[src/rtl/pad_event_reader_if.sv]
// Event handshake bus between the pad event reader and its consumer.
// The reader drives valid/index/press; the consumer drives ready.
interface pad_event_reader_if #(
  parameter int WIDTH = 16
);
  localparam int IW = (WIDTH > 1) ? $clog2(WIDTH) : 1;

  logic          evt_valid;
  logic          evt_ready;
  logic [IW-1:0] evt_index;
  logic          evt_press;

  modport master (output evt_valid, evt_index, evt_press, input evt_ready);
  modport slave  (input evt_valid, evt_index, evt_press, output evt_ready);
endinterface

[src/rtl/pad_event_reader.sv]
// Virtual pad receive side: per-bit synchroniser + debouncer, a pending-change
// mask scanned lowest-index first, and a small event FIFO drained by valid/ready.

// One pad bit: 2-flop synchroniser and consecutive-cycle debounce counter.
// tgl pulses on the edge where stable flips.
module pad_event_lane #(
  parameter int DEBOUNCE = 4
) (
  input  logic clk,
  input  logic rst_n,
  input  logic pad,
  output logic stable,
  output logic tgl
);
  localparam int CW = $clog2(DEBOUNCE + 1);

  logic [1:0]    sync;
  logic [CW-1:0] cnt;
  logic          hit;

  assign hit = (cnt == CW'(DEBOUNCE - 1));
  assign tgl = (sync[1] != stable) && hit;

  // Synchronise the raw bit and accept a change only after DEBOUNCE differing cycles.
  always_ff @(posedge clk or negedge rst_n) begin
    if (!rst_n) begin
      sync   <= '0;
      cnt    <= '0;
      stable <= 1'b0;
    end else begin
      sync <= {sync[0], pad};
      if (sync[1] == stable) begin
        cnt <= '0;
      end else if (hit) begin
        cnt    <= '0;
        stable <= ~stable;
      end else begin
        cnt <= cnt + 1'b1;
      end
    end
  end
endmodule

module pad_event_reader #(
  parameter int WIDTH    = 16,
  parameter int DEBOUNCE = 4,
  parameter int DEPTH    = 8
) (
  input  logic                     clk,
  input  logic                     rst_n,
  input  logic [WIDTH-1:0]         pad_val,
  pad_event_reader_if.master       evt,
  output logic [WIDTH-1:0]         stable_val,
  output logic [$clog2(DEPTH):0]   evt_count,
  output logic                     overflow,
  input  logic                     clear_ovf
);
  localparam int IW   = (WIDTH > 1) ? $clog2(WIDTH) : 1;
  localparam int PW   = $clog2(DEPTH);
  localparam int CNTW = PW + 1;

  typedef struct packed {
    logic [IW-1:0] idx;
    logic          press;
  } evt_t;

  logic [WIDTH-1:0] tgl;
  logic [WIDTH-1:0] pending;
  logic [WIDTH-1:0] clr_mask;
  logic             scan_hit;
  logic [IW-1:0]    scan_idx;
  logic             push;
  logic             pop;
  logic             full;
  logic             coalesce;
  logic [PW-1:0]    wr_ptr;
  logic [PW-1:0]    rd_ptr;
  evt_t             mem [DEPTH];
  evt_t             head;

  for (genvar g = 0; g < WIDTH; g++) begin : g_lane
    pad_event_lane #(.DEBOUNCE(DEBOUNCE)) u_lane (
      .clk    (clk),
      .rst_n  (rst_n),
      .pad    (pad_val[g]),
      .stable (stable_val[g]),
      .tgl    (tgl[g])
    );
  end

  // Priority scan: lowest-index pending bit wins this cycle's push slot.
  always_comb begin
    scan_hit = 1'b0;
    scan_idx = '0;
    for (int i = WIDTH - 1; i >= 0; i--) begin
      if (pending[i]) begin
        scan_hit = 1'b1;
        scan_idx = IW'(i);
      end
    end
  end

  assign full     = (evt_count == CNTW'(DEPTH));
  assign pop      = evt.evt_valid && evt.evt_ready;
  // A full FIFO still takes a push when the head leaves on the same edge.
  assign push     = scan_hit && (!full || pop);
  assign clr_mask = push ? ({{(WIDTH-1){1'b0}}, 1'b1} << scan_idx) : '0;
  // A bit re-debouncing while its previous change still waits is merged.
  assign coalesce = |(tgl & pending & ~clr_mask);

  // Pending mask and sticky overflow; a new toggle beats the scanner's clear.
  always_ff @(posedge clk or negedge rst_n) begin
    if (!rst_n) begin
      pending  <= '0;
      overflow <= 1'b0;
    end else begin
      pending <= (pending & ~clr_mask) | tgl;
      if (coalesce)       overflow <= 1'b1;
      else if (clear_ovf) overflow <= 1'b0;
    end
  end

  // FIFO pointers and exact occupancy.
  always_ff @(posedge clk or negedge rst_n) begin
    if (!rst_n) begin
      wr_ptr    <= '0;
      rd_ptr    <= '0;
      evt_count <= '0;
    end else begin
      if (push) wr_ptr <= wr_ptr + 1'b1;
      if (pop)  rd_ptr <= rd_ptr + 1'b1;
      case ({push, pop})
        2'b10:   evt_count <= evt_count + 1'b1;
        2'b01:   evt_count <= evt_count - 1'b1;
        default: evt_count <= evt_count;
      endcase
    end
  end

  // Event storage; the event carries the debounced level at push time.
  always_ff @(posedge clk) begin
    if (push) mem[wr_ptr] <= '{idx: scan_idx, press: stable_val[scan_idx]};
  end

  assign head          = mem[rd_ptr];
  assign evt.evt_valid = (evt_count != '0);
  assign evt.evt_index = evt.evt_valid ? head.idx   : '0;
  assign evt.evt_press = evt.evt_valid ? head.press : 1'b0;
endmodule

[src/flat_wrapper.sv]
// flat-port wrapper written by rule: the top's interface ports become plain ports
module pad_event_reader_flat 
#(
  parameter int WIDTH    = 16,
  parameter int DEBOUNCE = 4,
  parameter int DEPTH    = 8
)
  (clk, rst_n, pad_val, stable_val, evt_count, overflow, clear_ovf, evt_evt_valid, evt_evt_index, evt_evt_press, evt_evt_ready);
  pad_event_reader_if #(.WIDTH(WIDTH)) evt_i ();
  input  logic clk;
  input  logic rst_n;
  input  logic [WIDTH-1:0] pad_val;
  output logic [WIDTH-1:0] stable_val;
  output logic [$clog2(DEPTH):0] evt_count;
  output logic overflow;
  input  logic clear_ovf;
  output wire logic [$bits(evt_i.evt_valid)-1:0] evt_evt_valid;
  output wire logic [$bits(evt_i.evt_index)-1:0] evt_evt_index;
  output wire logic [$bits(evt_i.evt_press)-1:0] evt_evt_press;
  input wire logic [$bits(evt_i.evt_ready)-1:0] evt_evt_ready;
  assign evt_evt_valid = evt_i.evt_valid;
  assign evt_evt_index = evt_i.evt_index;
  assign evt_evt_press = evt_i.evt_press;
  assign evt_i.evt_ready = evt_evt_ready;
  pad_event_reader #(.WIDTH(WIDTH), .DEBOUNCE(DEBOUNCE), .DEPTH(DEPTH)) u_core (.clk(clk), .rst_n(rst_n), .pad_val(pad_val), .evt(evt_i), .stable_val(stable_val), .evt_count(evt_count), .overflow(overflow), .clear_ovf(clear_ovf));
endmodule
[config.mk]
export PLATFORM = sky130hd
export DESIGN_NAME = pad_event_reader_flat
export DESIGN_NICKNAME = d
export VERILOG_FILES = /design/src/rtl/pad_event_reader_if.sv /design/src/rtl/pad_event_reader.sv /design/src/flat_wrapper.sv
export SDC_FILE = /design/constraint.sdc
export NUM_CORES = 1
export LEC_CHECK = 0
export ABC_AREA = 0
export CORE_ASPECT_RATIO = 0.6
export CORE_MARGIN = 4
export CORE_UTILIZATION = 55
export CTS_CLUSTER_DIAMETER = 30
export DETAILED_ROUTE_END_ITERATION = 6
export PLACE_DENSITY_LB_ADDON = 0.2
export SLEW_MARGIN = 20
export SYNTH_ARGS = -nofsm -noshare
export SYNTH_HDL_FRONTEND = slang
export SYNTH_SLANG_ARGS = --single-unit
export TNS_END_PERCENT = 20
[constraint.sdc]
create_clock -name clk -period 3 [get_ports clk]
set_input_delay 0.45 -clock clk [delete_from_list [all_inputs] [get_ports clk]]
set_output_delay 0.45 -clock clk [all_outputs]
set_load 0.03 [all_outputs]
==> results.py <==
metrics = {
    "run_status": {
        "run_status": "complete, no violations",
    },
    "synthesis": {
        "synth_area_um2": 6940,
        "synth-edff-count": 40,
        "synth_compound_area_frac": 0.0530,
        "synth.avg_cell_area_um2": 13.3,
        "synth-seq-cells": 163,
        "ys_warn_count": 0,
        "syn_inst": 522,
        "async_flop_share": 0.755,
        "ys_seq_area_frac": 0.617,
        "synth_xor_area_frac": 0.0341,
        "ys.flop_type": "dfrtp_1",
        "synth_top_family_by_area": "simple AND/OR/NAND/NOR gates",
        "muxShareOfSynthArea": 0.0782,
        "synth_adder_area_share": 0.0407,
        "synth_cell_types": 55,
        "yosys.area_share.simple": 0.147,
        "syn_nets": 564,
    },
    "sta": {
        "hold_viol_final": 0,
        "fin_skew_ns": 0.00921,
        "worst_slack_ns": 0.138,
        "drv_slew": 0,
        "worst_pin_slew_ns": 0.608,
        "max_freq_mhz": 349,
        "period_minus_slack_ns": 2.86,
        "finalSetupViolCount": 0,
        "hold_ws_ns": 0.348,
        "fin_crit_sh": 0.954,
        "rsz0062_at_grt": "false",
        "slew_headroom": 0.593,
        "tns_ns": 0,
    },
    "global_route": {
        "antenna_found_initial": 0,
        "track_usage": 0.208,
        "grt_max_degree": 101,
        "grt_pass1_wl_um": 23200,
        "grt_overflow": 0,
        "grt_pass1_vias": 4355,
    },
    "worst_setup_path": {
        "worstRegToRegCells": 7,
        "arrival_ns": 2.41,
        "r2r_end": "u_core.overflow$_DFFE_PN0P_",
        "r2r_slack_ns": 0.21,
        "timing.rr.start": "u_core.pending[13]$_DFF_PN0_",
        "cp-start-kind": "flop",
        "required_ns": 2.55,
        "worst-setup-path-type": "flop to output port",
        "cp-end-kind": "output port",
        "crit_path_max_fanout": 12,
    },
    "die": {
        "fp.dieW_um": 153,
        "dieArea_um2": 14500,
        "row_count": 31,
        "die_h_um": 95.0,
        "core_um2": 12200,
        "ios": 47,
        "start_util": 0.570,
    },
    "cells_and_area": {
        "final_net_count": 625,
        "final_common_cell": "dfrtp_1",
        "drive_above_1_share": 0.153,
        "diodes": 0,
        "finalNonFillerCells": 761,
        "syn_to_final_growth_pct": 18.5,
        "final_cell_mix": "dfrtp_1 (123), clkdlybuf4s50_1 (43), edfxtp_1 (40), nand2_1 (37), nor2_1 (36)",
    },
    "min_path": {
        "hp-class": "flop to flop",
        "hold_depth": 0,
        "worstHoldStart": "u_core.g_lane[12].u_lane.sync[0]$_DFF_PN0_",
        "hold_end": "u_core.g_lane[12].u_lane.sync[1]$_DFF_PN0_",
    },
    "placed_design": {
        "pre_cts_slack_ns": 0.123,
        "dpl.hpwl_um": 10200,
        "gp_congestion": 0.897,
        "io_buffers": 46,
        "dp_cells": 728,
    },
    "routing": {
        "drcViolationCount": 0,
        "wire_per_inst_um": 18.2,
        "detail-route-antenna-nets": 0,
        "totalWireLength_um": 13900,
        "num_vias": 4307,
        "drt-pass1-iter-count": 5,
        "drtIter0Drc": 307,
        "avgViaCountPerCell": 5.66,
    },
    "clock_network": {
        "numCtsBuffers": 17,
        "numClockSinks": 163,
        "clk_pin_slew_ns": 0.07,
        "cts_tree": "done",
        "htreeDepth": 4,
        "cts_buffer_depth": 2,
        "worstSkewPairLatency_ns": 0.42,
        "root_buffer": "clkbuf_16",
    },
    "job": {
        "maxCapViolCount": 0,
    },
    "power": {
        "ir_drop_mv": 0.505,
        "p_clk_frac": 0.217,
        "leakagePower_nw": 3.58,
        "p_int_mw": 6.25,
        "p_sw_frac": 0.378,
        "p_comb_frac": 0.400,
        "powerDensity_nw_per_um2": 1220,
        "p_switching_mw": 3.80,
        "seq_power_share": 0.383,
    },
}
[worst max-delay path, cell delays in order (launching register included)]
cell             delay (ns)
dfrtp_1                0.34
buf_4                  0.25
mux4_2                 0.55
mux2i_1                0.20
nor2_1                 0.06
clkdlybuf4s50_1        0.59
[flip-flops by register name, summed over array words and instances, names as in the netlist]
name	count
u_core.mem	40
u_core.g_lane.u_lane.stable	16
u_core.pending	16
u_core.wr_ptr	3
u_core.overflow	1
u_core.g_lane.u_lane.cnt	48
u_core.g_lane.u_lane.sync	32
u_core.rd_ptr	3
u_core.evt_count	4
[layer usage]
layer / vias to the layer above / global-route usage / share of wire
li1: 1978 / - / -
met1: 2171 / 0.314 / 0.49
met2: 137 / 0.307 / 0.43
met3: 21 / 0.0426 / 0.061
met4: 0 / 0.0630 / 0.013
met5: - / 0 / 0
[layout make-up]
cell class | count | area, µm²
inverters | 12 | 45.0
fillers | 885 | 3960
flip-flops and latches | 163 | 4280
repair buffers | 66 | 641
multi-input cells | 323 | 2450
well taps | 165 | 206
clock buffers | 18 | 429
clock inverters | 14 | 168
[per-stage QoR]
step                      utilization  area [µm²]  total power [mW]
after floorplan                     -        6950              6.45
after global placement          0.625        7610              7.73
after detailed placement        0.625        7610              7.90
after CTS                       0.675        8220              10.1
after global routing            0.675        8220              10.7
final                           0.675        8220              10.0
[synth_stat cells (14+ instances only)]
library cell | count | share of area
buf_4 | 17 | 0.018
ha_1 | 21 | 0.038
nand2b_1 | 14 | 0.013
dfrtp_1 | 123 | 0.44
mux2_2 | 18 | 0.029
nor2b_1 | 17 | 0.015
nor3b_1 | 23 | 0.025
nor2_1 | 36 | 0.019
o21ai_0 | 19 | 0.014
nand2_1 | 37 | 0.020
edfxtp_1 | 40 | 0.17
xnor2_1 | 17 | 0.021
[power groups by stage]
stage                     clock network (mW)  registers, mW  logic (mW)
after floorplan                            0           3.67        2.77
after global placement                     0           3.81        3.92
after detailed placement                   0           3.88        4.01
after CTS                               2.22           3.85        4.04
after global routing                    2.33           3.94        4.41
final                                   2.18           3.85        4.01
[kinds of logic after synthesis]
group	count (synthesis)
AOI/OAI and AO/OA	55
xor gates and xnor gates	27
adders and majority gates	22
buffers and inverters	36
DFF	163
muxes	37
and+or+nand+nor	182
[worst max-delay path by stage]
stage                                                from                              end  slack (ns)
final                        u_core.rd_ptr[0]$_DFFE_PN0P_                 evt_evt_index[0]        0.14
after global routing         u_core.rd_ptr[0]$_DFFE_PN0P_                 evt_evt_index[1]        0.04
after floorplan           u_core.evt_count[1]$_DFFE_PN0P_  u_core.evt_count[3]$_DFFE_PN0P_        0.23
after CTS                    u_core.rd_ptr[0]$_DFFE_PN0P_                 evt_evt_index[3]        0.04
after global placement                      evt_evt_ready  u_core.evt_count[3]$_DFFE_PN0P_        0.20
after detailed placement                    evt_evt_ready  u_core.evt_count[3]$_DFFE_PN0P_        0.12
[timing repair]
item / in CTS / in global routing
setup endpoints to repair: 0 / 2
buffers inserted: 0 / 0
endpoints found under the hold margin: 23 / 0
resized for setup: 0 / 2
hold buffers: 1 / 0
(Power assumes the default switching activity.)
